<file path="config.mk">
export PLATFORM = sky130hd
export DESIGN_NAME = fir_mac_seq
export DESIGN_NICKNAME = d
export VERILOG_FILES = /design/src/rtl/fir_mac_seq_pkg.sv /design/src/rtl/fir_mac_seq_sample_ring.sv /design/src/rtl/fir_mac_seq.sv
export SDC_FILE = /design/constraint.sdc
export NUM_CORES = 1
export LEC_CHECK = 0
export BUFFER_PORTS_ARGS = -buffer_cell sky130_fd_sc_hd__buf_2
export CAP_MARGIN = 5
export CORE_MARGIN = 3
export CORE_UTILIZATION = 30
export DETAILED_ROUTE_END_ITERATION = 6
export GPL_TIMING_DRIVEN = 0
export SLEW_MARGIN = 20
export SYNTH_ARGS = -nofsm -noshare
export SYNTH_HDL_FRONTEND = slang
export SYNTH_SLANG_ARGS = --single-unit
</file>
<file path="constraint.sdc">
create_clock -name Clk_CI -period 3.6 [get_ports Clk_CI]
set_clock_uncertainty 0.05 [all_clocks]
set_input_delay 0 -clock Clk_CI [delete_from_list [all_inputs] [get_ports Clk_CI]]
set_output_delay 0 -clock Clk_CI [all_outputs]
set_load 0.03 [all_outputs]
</file>
<file path="src/rtl/fir_mac_seq_pkg.sv">
// Shared definitions for the FIR MAC sequencer: default sizes and FSM state encoding.
package fir_mac_seq_pkg;

  localparam int NYQ_WIDTH = 24;
  localparam int NYQ_NTAPS = 8;

  typedef enum logic [2:0] {
    ST_IDLE = 3'd0,
    ST_CLR  = 3'd1,
    ST_ACC  = 3'd2,
    ST_CAP  = 3'd3,
    ST_OUT  = 3'd4
  } state_t;

endpackage

</file>
<file path="src/rtl/fir_mac_seq_sample_ring.sv">
// Circular sample delay line: one write port, one combinational indexed read port.
// Every entry clears to zero on reset so early outputs see a silent history.
module fir_mac_seq_sample_ring #(
  parameter int WIDTH = 24,
  parameter int NTAPS = 8,
  localparam int CNT_W = $clog2(NTAPS)
) (
  input  logic             clk,
  input  logic             rst_n,
  input  logic             wr_en,
  input  logic [CNT_W-1:0] wr_addr,
  input  logic [WIDTH-1:0] wr_data,
  input  logic [CNT_W-1:0] rd_addr,
  output logic [WIDTH-1:0] rd_data
);

  logic [NTAPS-1:0][WIDTH-1:0] mem_rd;

  for (genvar gi = 0; gi < NTAPS; gi++) begin : g_entry
    logic [WIDTH-1:0] entry_reg;

    // Capture the incoming sample when this slot is the write target.
    always_ff @(posedge clk or negedge rst_n) begin
      if (!rst_n) begin
        entry_reg <= '0;
      end else if (wr_en && (wr_addr == CNT_W'(gi))) begin
        entry_reg <= wr_data;
      end
    end

    assign mem_rd[gi] = entry_reg;
  end

  assign rd_data = mem_rd[rd_addr];

endmodule

</file>
<file path="src/rtl/fir_mac_seq.sv">
// FIR sequencer: buffers samples, holds coefficients and drives an external MAC
// through one clear plus NTAPS accumulate strobes per sample, then presents the result.
module fir_mac_seq
  import fir_mac_seq_pkg::*;
#(
  parameter int WIDTH = NYQ_WIDTH,
  parameter int NTAPS = NYQ_NTAPS,
  localparam int CNT_W = $clog2(NTAPS)
) (
  input  logic             Clk_CI,
  input  logic             Rst_RBI,
  input  logic             InValid_SI,
  output logic             InReady_SO,
  input  logic [WIDTH-1:0] In_DI,
  input  logic             CoefWrEn_SI,
  input  logic [CNT_W-1:0] CoefAddr_SI,
  input  logic [WIDTH-1:0] Coef_DI,
  output logic             MacClr_SO,
  output logic             MacWrEn_SO,
  output logic [WIDTH-1:0] MacIn0_DO,
  output logic [WIDTH-1:0] MacIn1_DO,
  input  logic [WIDTH-1:0] MacOut_DI,
  output logic             OutValid_SO,
  input  logic             OutReady_SI,
  output logic [WIDTH-1:0] Out_DO
);

  state_t           state_reg, state_next;
  logic [CNT_W-1:0] wp_reg, wp_next;
  logic [CNT_W-1:0] k_reg, k_next;
  logic [WIDTH-1:0] out_reg, out_next;

  logic             in_idle;
  logic             accept;
  logic             coef_we;
  logic [CNT_W-1:0] wr_ptr;
  logic [CNT_W-1:0] rd_ptr;
  logic [WIDTH-1:0] ring_rd;
  logic [NTAPS-1:0][WIDTH-1:0] coef_bank;

  assign in_idle = (state_reg == ST_IDLE);
  assign accept  = InValid_SI && in_idle;
  // Coefficients may only change while no filter pass is in flight.
  assign coef_we = CoefWrEn_SI && in_idle;
  // New sample goes one slot ahead of the newest; tap k reads k slots behind it.
  assign wr_ptr  = wp_reg + CNT_W'(1);
  assign rd_ptr  = wp_reg - k_reg;

  fir_mac_seq_sample_ring #(
    .WIDTH (WIDTH),
    .NTAPS (NTAPS)
  ) u_ring (
    .clk     (Clk_CI),
    .rst_n   (Rst_RBI),
    .wr_en   (accept),
    .wr_addr (wr_ptr),
    .wr_data (In_DI),
    .rd_addr (rd_ptr),
    .rd_data (ring_rd)
  );

  for (genvar gi = 0; gi < NTAPS; gi++) begin : g_coef
    logic [WIDTH-1:0] coef_entry_reg;

    // Load this coefficient when addressed during IDLE.
    always_ff @(posedge Clk_CI or negedge Rst_RBI) begin
      if (!Rst_RBI) begin
        coef_entry_reg <= '0;
      end else if (coef_we && (CoefAddr_SI == CNT_W'(gi))) begin
        coef_entry_reg <= Coef_DI;
      end
    end

    assign coef_bank[gi] = coef_entry_reg;
  end

  // State, pointers and result register.
  always_ff @(posedge Clk_CI or negedge Rst_RBI) begin
    if (!Rst_RBI) begin
      state_reg <= ST_IDLE;
      wp_reg    <= '0;
      k_reg     <= '0;
      out_reg   <= '0;
    end else begin
      state_reg <= state_next;
      wp_reg    <= wp_next;
      k_reg     <= k_next;
      out_reg   <= out_next;
    end
  end

  // Next-state and MAC control; MAC pins stay quiet outside CLR/ACC.
  always_comb begin
    state_next  = state_reg;
    wp_next     = wp_reg;
    k_next      = k_reg;
    out_next    = out_reg;
    InReady_SO  = 1'b0;
    MacClr_SO   = 1'b0;
    MacWrEn_SO  = 1'b0;
    MacIn0_DO   = '0;
    MacIn1_DO   = '0;
    OutValid_SO = 1'b0;
    case (state_reg)
      ST_IDLE: begin
        InReady_SO = 1'b1;
        if (InValid_SI) begin
          wp_next    = wr_ptr;
          state_next = ST_CLR;
        end
      end
      ST_CLR: begin
        MacWrEn_SO = 1'b1;
        MacClr_SO  = 1'b1;
        k_next     = '0;
        state_next = ST_ACC;
      end
      ST_ACC: begin
        MacWrEn_SO = 1'b1;
        MacIn0_DO  = ring_rd;
        MacIn1_DO  = coef_bank[k_reg];
        k_next     = k_reg + CNT_W'(1);
        if (k_reg == CNT_W'(NTAPS - 1)) begin
          state_next = ST_CAP;
        end
      end
      ST_CAP: begin
        // MAC output is settled one cycle after the last accumulate strobe.
        out_next   = MacOut_DI;
        state_next = ST_OUT;
      end
      ST_OUT: begin
        OutValid_SO = 1'b1;
        if (OutReady_SI) begin
          state_next = ST_IDLE;
        end
      end
      default: begin
        state_next = ST_IDLE;
      end
    endcase
  end

  assign Out_DO = out_reg;

endmodule
</file>
==> reports/metrics.cfg, run 1 <==
[outcome]
status = finished, final reports clean

[power_and_ir_drop]
power_frac_clock_pct = 21.2
seqPwrFrac_pct = 34.3
power.switching_mw = 8.220
ir_drop_mv = 0.5384
p_leak_nw = 10.12
power_frac_comb_pct = 44.5
internal_power_mw = 15.18
power_density_nw_per_um2 = 1009
swShare_pct = 35.13

[cts]
cts.sinks = 417
clkTransAtPathRegs_ps = 60
numCtsBuffers = 48
post_cts_buffers = 0
insertion_delay_ps = 570
ctsRootBufferMaster = clkbuf_16
cts_tree = done
clockBufferDepth = 3
htreeDepth = 2

[die]
initial_core_util_pct = 30.36
dieHeight_um = 256.1
die_w_um = 256.1
ios = 156
core.rowCount = 91
coreArea_um2 = 61830
dieArea_um2 = 65600

[synth]
ys_seq_area_share_pct = 55.60
synth_fp_nets = 1268
synth_fa_ha_area_share_pct = 0.6400
synth_top_family_by_area = multiplexers
syn_area_um2 = 18770
synth_ff_type = dfrtp_1
async_flop_share_pct = 100.0
synth-edff-count = 0
synth_cell_type_count = 36
syn-instance-count = 1179
synth-simple-area-share_pct = 2.820
synth_mux_area_share_pct = 37.78
yosysWarningCount = 0
synth_compound_gate_area_share_pct = 0.7666
avgSynthCellArea_um2 = 15.92
synth-seq-cells = 417
yosys.area_share.xor_xnor_pct = 0.4333

[place]
dp_cells = 2172
gp_congestion = 0.7517
dpl-instance-area_um2 = 20700
port_buffers = 152
hpwl_um = 30450

[layout]
drive_gt1_share_pct = 51.63
finalNonFillerCells = 2340
area_growth_syn_to_layout_pct = 23.48
layout.nets = 1551
stdcell_area_um2 = 23180

[timing]
relSlewSlack_pct = 32.51
rsz0062_at_grt = false
layout_min_cycle_time_ps = 3409
fmax_mhz = 293.4
finalSetupViolCount = 0
hold_viol_final = 0
hold_slack_ps = 72.12
min_period_over_period_pct = 94.69
worstMarginPinSlew_ps = 1012
tns_ps = 0
slew_violations = 0

[setup_path]
rr_worst_depth = 6
worstSetupStartpointType = flip-flop
slowest_delay_ps = 660
r2r-start = state_reg[0]
critPathArrivalTime_ps = 3360
crit_type = flip-flop to output pin
cp-end-kind = output pin
cp_data_required_time_ps = 3550
crit_path_cell_trace = buf_6 -> buf_6 -> inv_1 -> fa_1 -> clkbuf_8 -> clkbuf_8 -> mux4_2 -> nand2_1 -> a21oi_1 -> buf_2
cp_max_fo = 10
rrSetupSlack_ps = 660
timing.rr.end = u_ring.g_entry[0].entry_reg[20]
slowest_stage = fa_1

[grt]
grt_overflow = 0
track_usage_pct = 14.18
grt_start_max_net_pins = 105
grt_first_pass_wirelength_um = 72900
antenna_found_initial = 3
grt_pass1_vias = 12240

[hold_path]
hold_depth = 3
hp-start = CoefAddr_SI[1]
whs_endpoint = g_coef[2].coef_entry_reg[23]
hp-class = input port to flip-flop

[detailed_routing]
vias_per_cell = 4.721
vias = 11050
drc = 0
drt_wl_total_um = 46440
first_pass_iters = 4
post_drt_wl_per_cell_um = 19.85
drtIter0Drc = 535
route.antenna.remaining_nets = 0

[run]
maxCapViolations = 0

## cell usage after synthesis (all sizes together), types with 2 or more instances
library cell | instances | area, µm²
nand2 | 53 | 198.9
inv | 7 | 26.28
mux4 | 96 | 2162
xnor2 | 3 | 26.28
nor3 | 3 | 26.28
mux2 | 408 | 4669
o21ai | 3 | 15.01
nand3 | 9 | 45.04
dfrtp | 417 | 10440
ha | 8 | 100.1
mux2i | 26 | 260.3
clkbuf | 48 | 180.2
nand4b | 2 | 17.52
a21oi | 24 | 120.1
nor3b | 2 | 15.01
nor4b | 4 | 71.32
buf | 29 | 161.4
nor2 | 27 | 101.4
## layout by cell type (no fill, tap or decap), types with 5 or more instances in the layout
| cell | netlist | routed |
|---|---|---|
| dfrtp_1 | 417 | 416 |
| mux2_2 | 380 | 380 |
| buf_2 | 15 | 166 |
| mux4_2 | 96 | 96 |
| dlygate4sd3_1 | 0 | 76 |
| nand2_1 | 53 | 53 |
| clkbuf_1 | 48 | 49 |
| clkbuf_16 | 0 | 49 |
| nor2_1 | 27 | 27 |
| mux2i_1 | 26 | 26 |
| a21oi_1 | 24 | 23 |
| mux2_4 | 20 | 20 |
| clkbuf_8 | 0 | 11 |
| nand3_1 | 9 | 9 |
| mux2_1 | 8 | 8 |
| ha_1 | 8 | 8 |
| inv_1 | 7 | 7 |
| buf_6 | 3 | 5 |
| buf_4 | 3 | 5 |
| clkinv_2 | 0 | 5 |
| buf_16 | 0 | 5 |
## critical path, delay by kind of cell, from the launching register on
kind            cells  cell delay (ps)
mux                 1              190
flops               1              420
buf+inv             6             1230
compound gates      1              230
fa+ha+maj           1              660
simple gates        1               50
## stage by stage
| step | utilization, % | total power, mW | setup WS, ps |
|---|---|---|---|
| 2_1_floorplan | - | 15.46 | 341.5 |
| 6_report | 37.49 | 23.40 | 191.1 |
| 3_3_place_gp | 33.28 | 18.05 | -5682 |
| 4_1_cts | 37.45 | 23.73 | 7.242 |
| 5_1_grt | 37.48 | 24.82 | 42.31 |
| 3_5_place_dp | 33.48 | 18.43 | -1314 |
## power by group through the flow
| stage | registers, mW | logic [mW] | clock network, mW |
|---|---|---|---|
| 2_1_floorplan | 7.99 | 7.47 | 0 |
| 3_3_place_gp | 7.92 | 10.1 | 0 |
| 3_5_place_dp | 8.08 | 10.3 | 0 |
| 4_1_cts | 8.01 | 10.6 | 5.14 |
| 5_1_grt | 8.29 | 11.2 | 5.34 |
| 6_report | 8.03 | 10.4 | 4.97 |
## per-layer routing
metal | track usage, % | share of wire [%]
met2 | 24.06 | 50
met3 | 2.820 | 4.4
met1 | 18.66 | 44
met4 | 3.548 | 2.0
met5 | 0 | 0
## cell families after synthesis
| logic type | after synthesis |
|---|---|
| buffers and inverters | 84 |
| adder cells (fa/ha/maj) | 9 |
| AO/OA/AOI/OAI | 28 |
| XOR/XNOR | 6 |
| AND/OR/NAND/NOR | 105 |
| flip-flops | 417 |
| multiplexers | 530 |
## worst max path at each step
stage	start	to	slack (ps)	depth (start not counted)
after global routing	wp_reg[0]	MacIn0_DO[20]	40	8
final	k_reg[1]	MacIn0_DO[18]	190	10
after global placement	Rst_RBI	u_ring.g_entry[2].entry_reg[11]	-5680	1
after detailed placement	k_reg[1]	MacIn0_DO[20]	-1310	10
after floorplan	k_reg[1]	MacIn0_DO[10]	340	9
after CTS	k_reg[1]	MacIn0_DO[3]	7	9
## cell type report
cell class / instances / area (µm²)
timing repair buffer: 233 / 1672
clock buffer: 69 / 1391
multi-input combinational: 678 / 7973
fill: 5864 / 38650
buffer: 77 / 401.6
antenna: 4 / 10.01
inverter: 7 / 26.28
clock inverter: 18 / 220.2
sequential: 417 / 10440
tap: 837 / 1047
## timing repair
item                                    4_1_cts  5_1_grt
hold buffers                                 77        0
endpoints found under the hold margin       539        0
resized for setup                            27        9
endpoints found under the setup margin       24       22
Note: power is estimated with default switching activity, not from simulation.
==> inputs of run 2 (changes only) <==
--- a/config.mk
+++ b/config.mk
@@ -7,10 +7,13 @@
 export LEC_CHECK = 0
 export BUFFER_PORTS_ARGS = -buffer_cell sky130_fd_sc_hd__buf_2
 export CAP_MARGIN = 5
+export CELL_PAD_IN_SITES_DETAIL_PLACEMENT = 1
+export CELL_PAD_IN_SITES_GLOBAL_PLACEMENT = 1
 export CORE_MARGIN = 3
 export CORE_UTILIZATION = 30
 export DETAILED_ROUTE_END_ITERATION = 6
 export GPL_TIMING_DRIVEN = 0
+export PLACE_DENSITY_LB_ADDON = 0.1
 export SLEW_MARGIN = 20
 export SYNTH_ARGS = -nofsm -noshare
 export SYNTH_HDL_FRONTEND = slang
==> run 2 against run 1 <==
Compared with the run above:
- final cell count about the same
- cell area decreased by 0.27%
- combinational power about the same
- hold slack got worse by 3.4 ps
- largest power group unchanged
- register-to-register slack improved by 60 ps
- routed wire length increased by 10%
- clock-buffer cell count increased by 15
- flip-flop and latch count unchanged
- global-route usage increased by 1.6 points
- sequential share of layout area increased by 0.12 points
- critical path depth decreased by 1
==> reports/metrics.cfg, run 2 (same netlist as run 1, synthesis figures left out) <==
[setup_path]
rrSetupSlack_ps = 720
cp-end-kind = output pin
cp_max_fo = 10
critPathArrivalTime_ps = 3300
cp_data_required_time_ps = 3550
worstSetupStartpointType = flip-flop
crit_type = flip-flop to output pin

[hold_path]
hp-class = input port to flip-flop

[power_and_ir_drop]
power_frac_comb_pct = 45.0
power_mw = 23.37
internal_power_mw = 15.07
power.switching_mw = 8.305
p_leak_nw = 10.11
seqPwrFrac_pct = 34.3
power_frac_clock_pct = 20.6
ir_drop_mv = 0.6076
swShare_pct = 35.53
power_density_nw_per_um2 = 1011

[detailed_routing]
vias_per_cell = 4.746
post_drt_wl_per_cell_um = 21.93
drc = 0
vias = 11100
drt_wl_total_um = 51270
route.antenna.remaining_nets = 0
drtIter0Drc = 332
first_pass_iters = 4

[die]
core.rowCount = 91
die_w_um = 256.1
dieArea_um2 = 65600
coreArea_um2 = 61830
ios = 156
initial_core_util_pct = 30.36
dieHeight_um = 256.1

[cts]
insertion_delay_ps = 580
post_cts_buffers = 0
ctsRootBufferMaster = clkbuf_16
clockBufferDepth = 3
htreeDepth = 2
cts.sinks = 417
clkTransAtPathRegs_ps = 60
numCtsBuffers = 50
cts_tree = done

[layout]
finalNonFillerCells = 2338
area_growth_syn_to_layout_pct = 23.15
mostFrequentLayoutCells = dfrtp_1 (416), mux2_2 (380), buf_2 (165)
antenna_cells = 0
drive_gt1_share_pct = 51.10
layout.nets = 1553
fin_util_pct = 37.39
final_common_cell = dfrtp_1
fillCellCount = 6396
stdcell_area_um2 = 23110

[timing]
worstMarginPinSlew_ps = 1074
slew_violations = 0
relSlewSlack_pct = 28.38
min_period_over_period_pct = 93.17
rsz0062_at_grt = false
hold_viol_final = 0
hold_slack_ps = 68.74
finalSetupViolCount = 0
layout_min_cycle_time_ps = 3354
fmax_mhz = 298.2

[place]
port_buffers = 152
gp_congestion = 0.7094
dpl-instance-area_um2 = 20700
dp_cells = 2172
hpwl_um = 32810

[grt]
grt_start_max_net_pins = 91
grt_pass1_vias = 12460
track_usage_pct = 15.80
grt_overflow = 0
antenna_found_initial = 1
grt_first_pass_wirelength_um = 79160

[run]
maxCapViolations = 0

[outcome]
status = finished, final reports clean

-- run 2: cell types whose count changed in the layout (fill, tap and decap cells not counted), sizes merged --
cell	change
clkinv	-4
clkinvlp	-3
buf	-4
diode	-4
inv	-2
bufinv	-4
clkbuf	+19
-- run 2: routing by layer --
layer  GRT usage, %  vias to the layer above  routed length [µm]
met5              0                        -                   7
met4          3.706                        2                 834
met3          2.414                       55                1530
met2          27.33                      131               25830
met1          20.89                     5979               23060
li1               -                     4930                   -
-- run 2: path summary, 6_finish.rpt --
kind | start | end | cells after the start
min | CoefAddr_SI[1] | g_coef[2].coef_entry_reg[23] | 3
max | k_reg[1] | MacIn0_DO[2] | 9
min in group asynchronous | Rst_RBI | g_coef[0].coef_entry_reg[16] | 3
max in group asynchronous | Rst_RBI | u_ring.g_entry[1].entry_reg[16] | 5
max reg2reg | state_reg[0] | u_ring.g_entry[1].entry_reg[17] | 6
min reg2reg | g_coef[0].coef_entry_reg[6] | g_coef[0].coef_entry_reg[6] | 1
-- run 2: area by class of cell --
class,count,area [µm²],share of cell area (%)
plain buffers,77,411.6,1.781
clock buffers,84,1520,6.577
clock inverters,5,28.78,0.1245
inverters,7,26.28,0.1137
multi-input cells,678,7973,34.49
flip-flops and latches,417,10440,45.15
well taps,837,1047,4.531
repair buffers,233,1672,7.232
-- run 2: per-stage QoR --
stage                      TNS, ps  setup WS (ps)
final                            0          246.1
after global routing             0          27.72
after CTS                        0          3.913
after detailed placement    -30640          -1473
after global placement    -2762630          -6642
after floorplan                  0          341.5
-- run 2: repair_timing --
item / in CTS / in global routing
endpoints found under the setup margin: 24 / 21
hold buffers: 77 / 0
endpoints found under the hold margin: 740 / 0
gates resized for setup: 32 / 8
gates cloned: 0 / 0
-- run 2: power groups by stage --
stage / sequential (mW) / combinational, mW / clock, mW
finish: 8.02 / 10.5 / 4.82
global route: 8.29 / 11.4 / 5.24
CTS: 8.03 / 10.8 / 5.04
detailed placement: 8.10 / 10.6 / 0
global placement: 8.02 / 10.4 / 0
floorplan: 7.99 / 7.47 / 0
-- run 2: critical path, stage by stage, from the launching register on --
cell and delay (ps):
dfrtp_2 410, buf_6 190, buf_6 210, inv_1 100, fa_1 460, xor3_2 460
clkbuf_4 280, nand2_1 70, a21oi_1 260, buf_2 260
==> inputs of run 3 (changes only) <==
--- a/config.mk
+++ b/config.mk
@@ -11,9 +11,11 @@
 export CELL_PAD_IN_SITES_GLOBAL_PLACEMENT = 1
 export CORE_MARGIN = 3
 export CORE_UTILIZATION = 30
+export CTS_BUF_LIST = sky130_fd_sc_hd__clkbuf_4
 export DETAILED_ROUTE_END_ITERATION = 6
 export GPL_TIMING_DRIVEN = 0
 export PLACE_DENSITY_LB_ADDON = 0.1
+export RECOVER_POWER = 100
 export SLEW_MARGIN = 20
 export SYNTH_ARGS = -nofsm -noshare
 export SYNTH_HDL_FRONTEND = slang
==> run 3 against run 2 <==
Compared with the run above:
- the flow now finishes with violations (max-capacitance violations, max-slew violations)
- core utilization rose by 1.1 points
- first-iteration DRC count rose by 23%
- final cell count rose by 9.0%
- global-route usage rose by 0.73 points
- die area did not move
==> reports/metrics.cfg, run 3 (same netlist as run 1, synthesis figures left out) <==
[cts]
ctsRootBufferMaster = clkbuf_4
clkTransAtPathRegs_ps = 70
numCtsBuffers = 121
cts.sinks = 417
cts_tree = done
htreeDepth = 3
clockBufferDepth = 3
insertion_delay_ps = 860

[layout]
finalNonFillerCells = 2549
fin_util_pct = 38.48
regArea_um2 = 10440
final_common_cell = dfrtp_1
drive_gt1_share_pct = 48.36
stdcell_area_um2 = 23790
fillCellCount = 6516
mostFrequentLayoutCells = dfrtp_1 (417), mux2_2 (380), clkbuf_4 (177)
multiInputGateArea_um2 = 7901
area_growth_syn_to_layout_pct = 26.76
layout.nets = 1712

[setup_path]
rrSetupSlack_ps = 220
critPathCapture = g_coef[0].coef_entry_reg[22]
crit_start = state_reg[0]
crit_type = flip-flop to flip-flop
cp-end-kind = flip-flop
r2r-start = state_reg[0]
timing.rr.end = g_coef[0].coef_entry_reg[22]
cp_common_cell = clkbuf_1
slowest_delay_ps = 870
critPathArrivalTime_ps = 4060
slowest_stage = dlygate4sd3_1
crit_path_cell_trace = buf_2 -> or4b_1 -> clkbuf_1 -> nor4_4 -> clkbuf_1 -> dlygate4sd3_1 -> mux2_2
cp_max_fo = 10
worstSetupStartpointType = flip-flop
cp_data_required_time_ps = 4280
rr_worst_depth = 7

[detailed_routing]
post_drt_wl_per_cell_um = 20.93
vias = 11910
route.antenna.remaining_nets = 0
vias_per_cell = 4.670
drt_wl_total_um = 53340
drc = 0
first_pass_iters = 4
drtIter0Drc = 409

[power_and_ir_drop]
p_leak_nw = 10.41
power_mw = 23.17
power_density_nw_per_um2 = 973.9
ir_drop_mv = 0.5415

[timing]
finalSetupViolCount = 0
fmax_mhz = 295.7
slew_violations = 331
layout_min_cycle_time_ps = 3382
min_period_over_period_pct = 93.95
worstMarginPinSlew_ps = 2286
setup_ws_ps = 218.0
relSlewSlack_pct = -52.41
hold_viol_final = 0

[place]
hpwl_um = 32810
dpl-instance-area_um2 = 20700
post-place-ws_ps = -1473
dp_cells = 2172
gp_congestion = 0.7094
port_buffers = 152

[grt]
grt_overflow = 0
grt_pass1_vias = 13440
track_usage_pct = 16.52
grt_first_pass_wirelength_um = 82660
antenna_found_initial = 4
grt_start_max_net_pins = 91

[die]
coreArea_um2 = 61830
core.rowCount = 91
dieHeight_um = 256.1
dieArea_um2 = 65600
ios = 156
initial_core_util_pct = 30.36
die_w_um = 256.1

[outcome]
violations = max-capacitance violations, max-slew violations
status = finished with violations

[hold_path]
hp-class = input port to flip-flop

[run]
maxCapViolations = 4

run 3: cell types whose count changed in the layout (fill, tap and decap cells not counted), sizes merged:
cell / previous run / this run
buf: 182 / 135
bufinv: 0 / 2
clkbuf: 136 / 275
clkdlybuf4s15: 0 / 1
clkdlybuf4s18: 0 / 1
clkinv: 4 / 26
diode: 0 / 8
dlygate4sd3: 76 / 160
inv: 8 / 9
run 3: worst min path at each step:
stage               depth (start not counted)           start  slack, ps                           end
finish                                      4  CoefAddr_SI[1]        390   g_coef[2].coef_entry_reg[0]
global route                                4  CoefAddr_SI[0]        290  g_coef[1].coef_entry_reg[12]
CTS                                         4         Rst_RBI        190   g_coef[0].coef_entry_reg[9]
detailed placement                          1         Rst_RBI         10   g_coef[0].coef_entry_reg[9]
global placement                            2     OutReady_SI        160                  state_reg[2]
floorplan                                   0         Rst_RBI       -350                     Out_DO[0]
run 3: timing repair:
action,4_1_cts,5_1_grt
setup buffers,2,1
hold buffers,161,0
hold endpoints to repair,740,0
endpoints found under the setup margin,43,30
pin swaps,2,0
resized for setup,63,5
run 3: worst max-delay path: cells and delay by family (launching register included):
kind | cells | cell delay, ps
buffers and inverters | 4 | 1700
and+or+nand+nor | 2 | 770
muxes | 1 | 380
DFF | 1 | 350
run 3: routing by layer:
layer | vias to the layer above | part of all wire (%) | GRT usage (%) | routed length [µm]
li1 | 5312 | - | - | -
met1 | 6275 | 43 | 20.96 | 23100
met2 | 223 | 51 | 28.37 | 27120
met3 | 95 | 3.9 | 3.483 | 2087
met4 | 0 | 1.9 | 4.973 | 1028
met5 | - | 0 | 0 | 0
run 3: cell type report:
class	count	share of cell area, %
buffer	77	1.925
timing repair buffer	321	10.20
clock inverter	30	0.7204
inverter	7	0.1104
tap	837	4.402
antenna	8	0.08414
clock buffer	174	5.490
multi-input combinational	678	33.21
sequential	417	43.86
run 3: through the flow:
step                hold WS [ps]  setup TNS [ps]
floorplan                 -345.6               0
global placement           163.6        -2762630
detailed placement         9.988          -30640
CTS                        185.8               0
global route               290.3          -282.8
finish                     393.3               0
run 3: where the power goes:
group          switching, mW  leakage, nW  internal [mW]
combinational           5.35         4.41           5.46
sequential              1.07         5.11           6.95
clock                   2.02        0.883           2.33
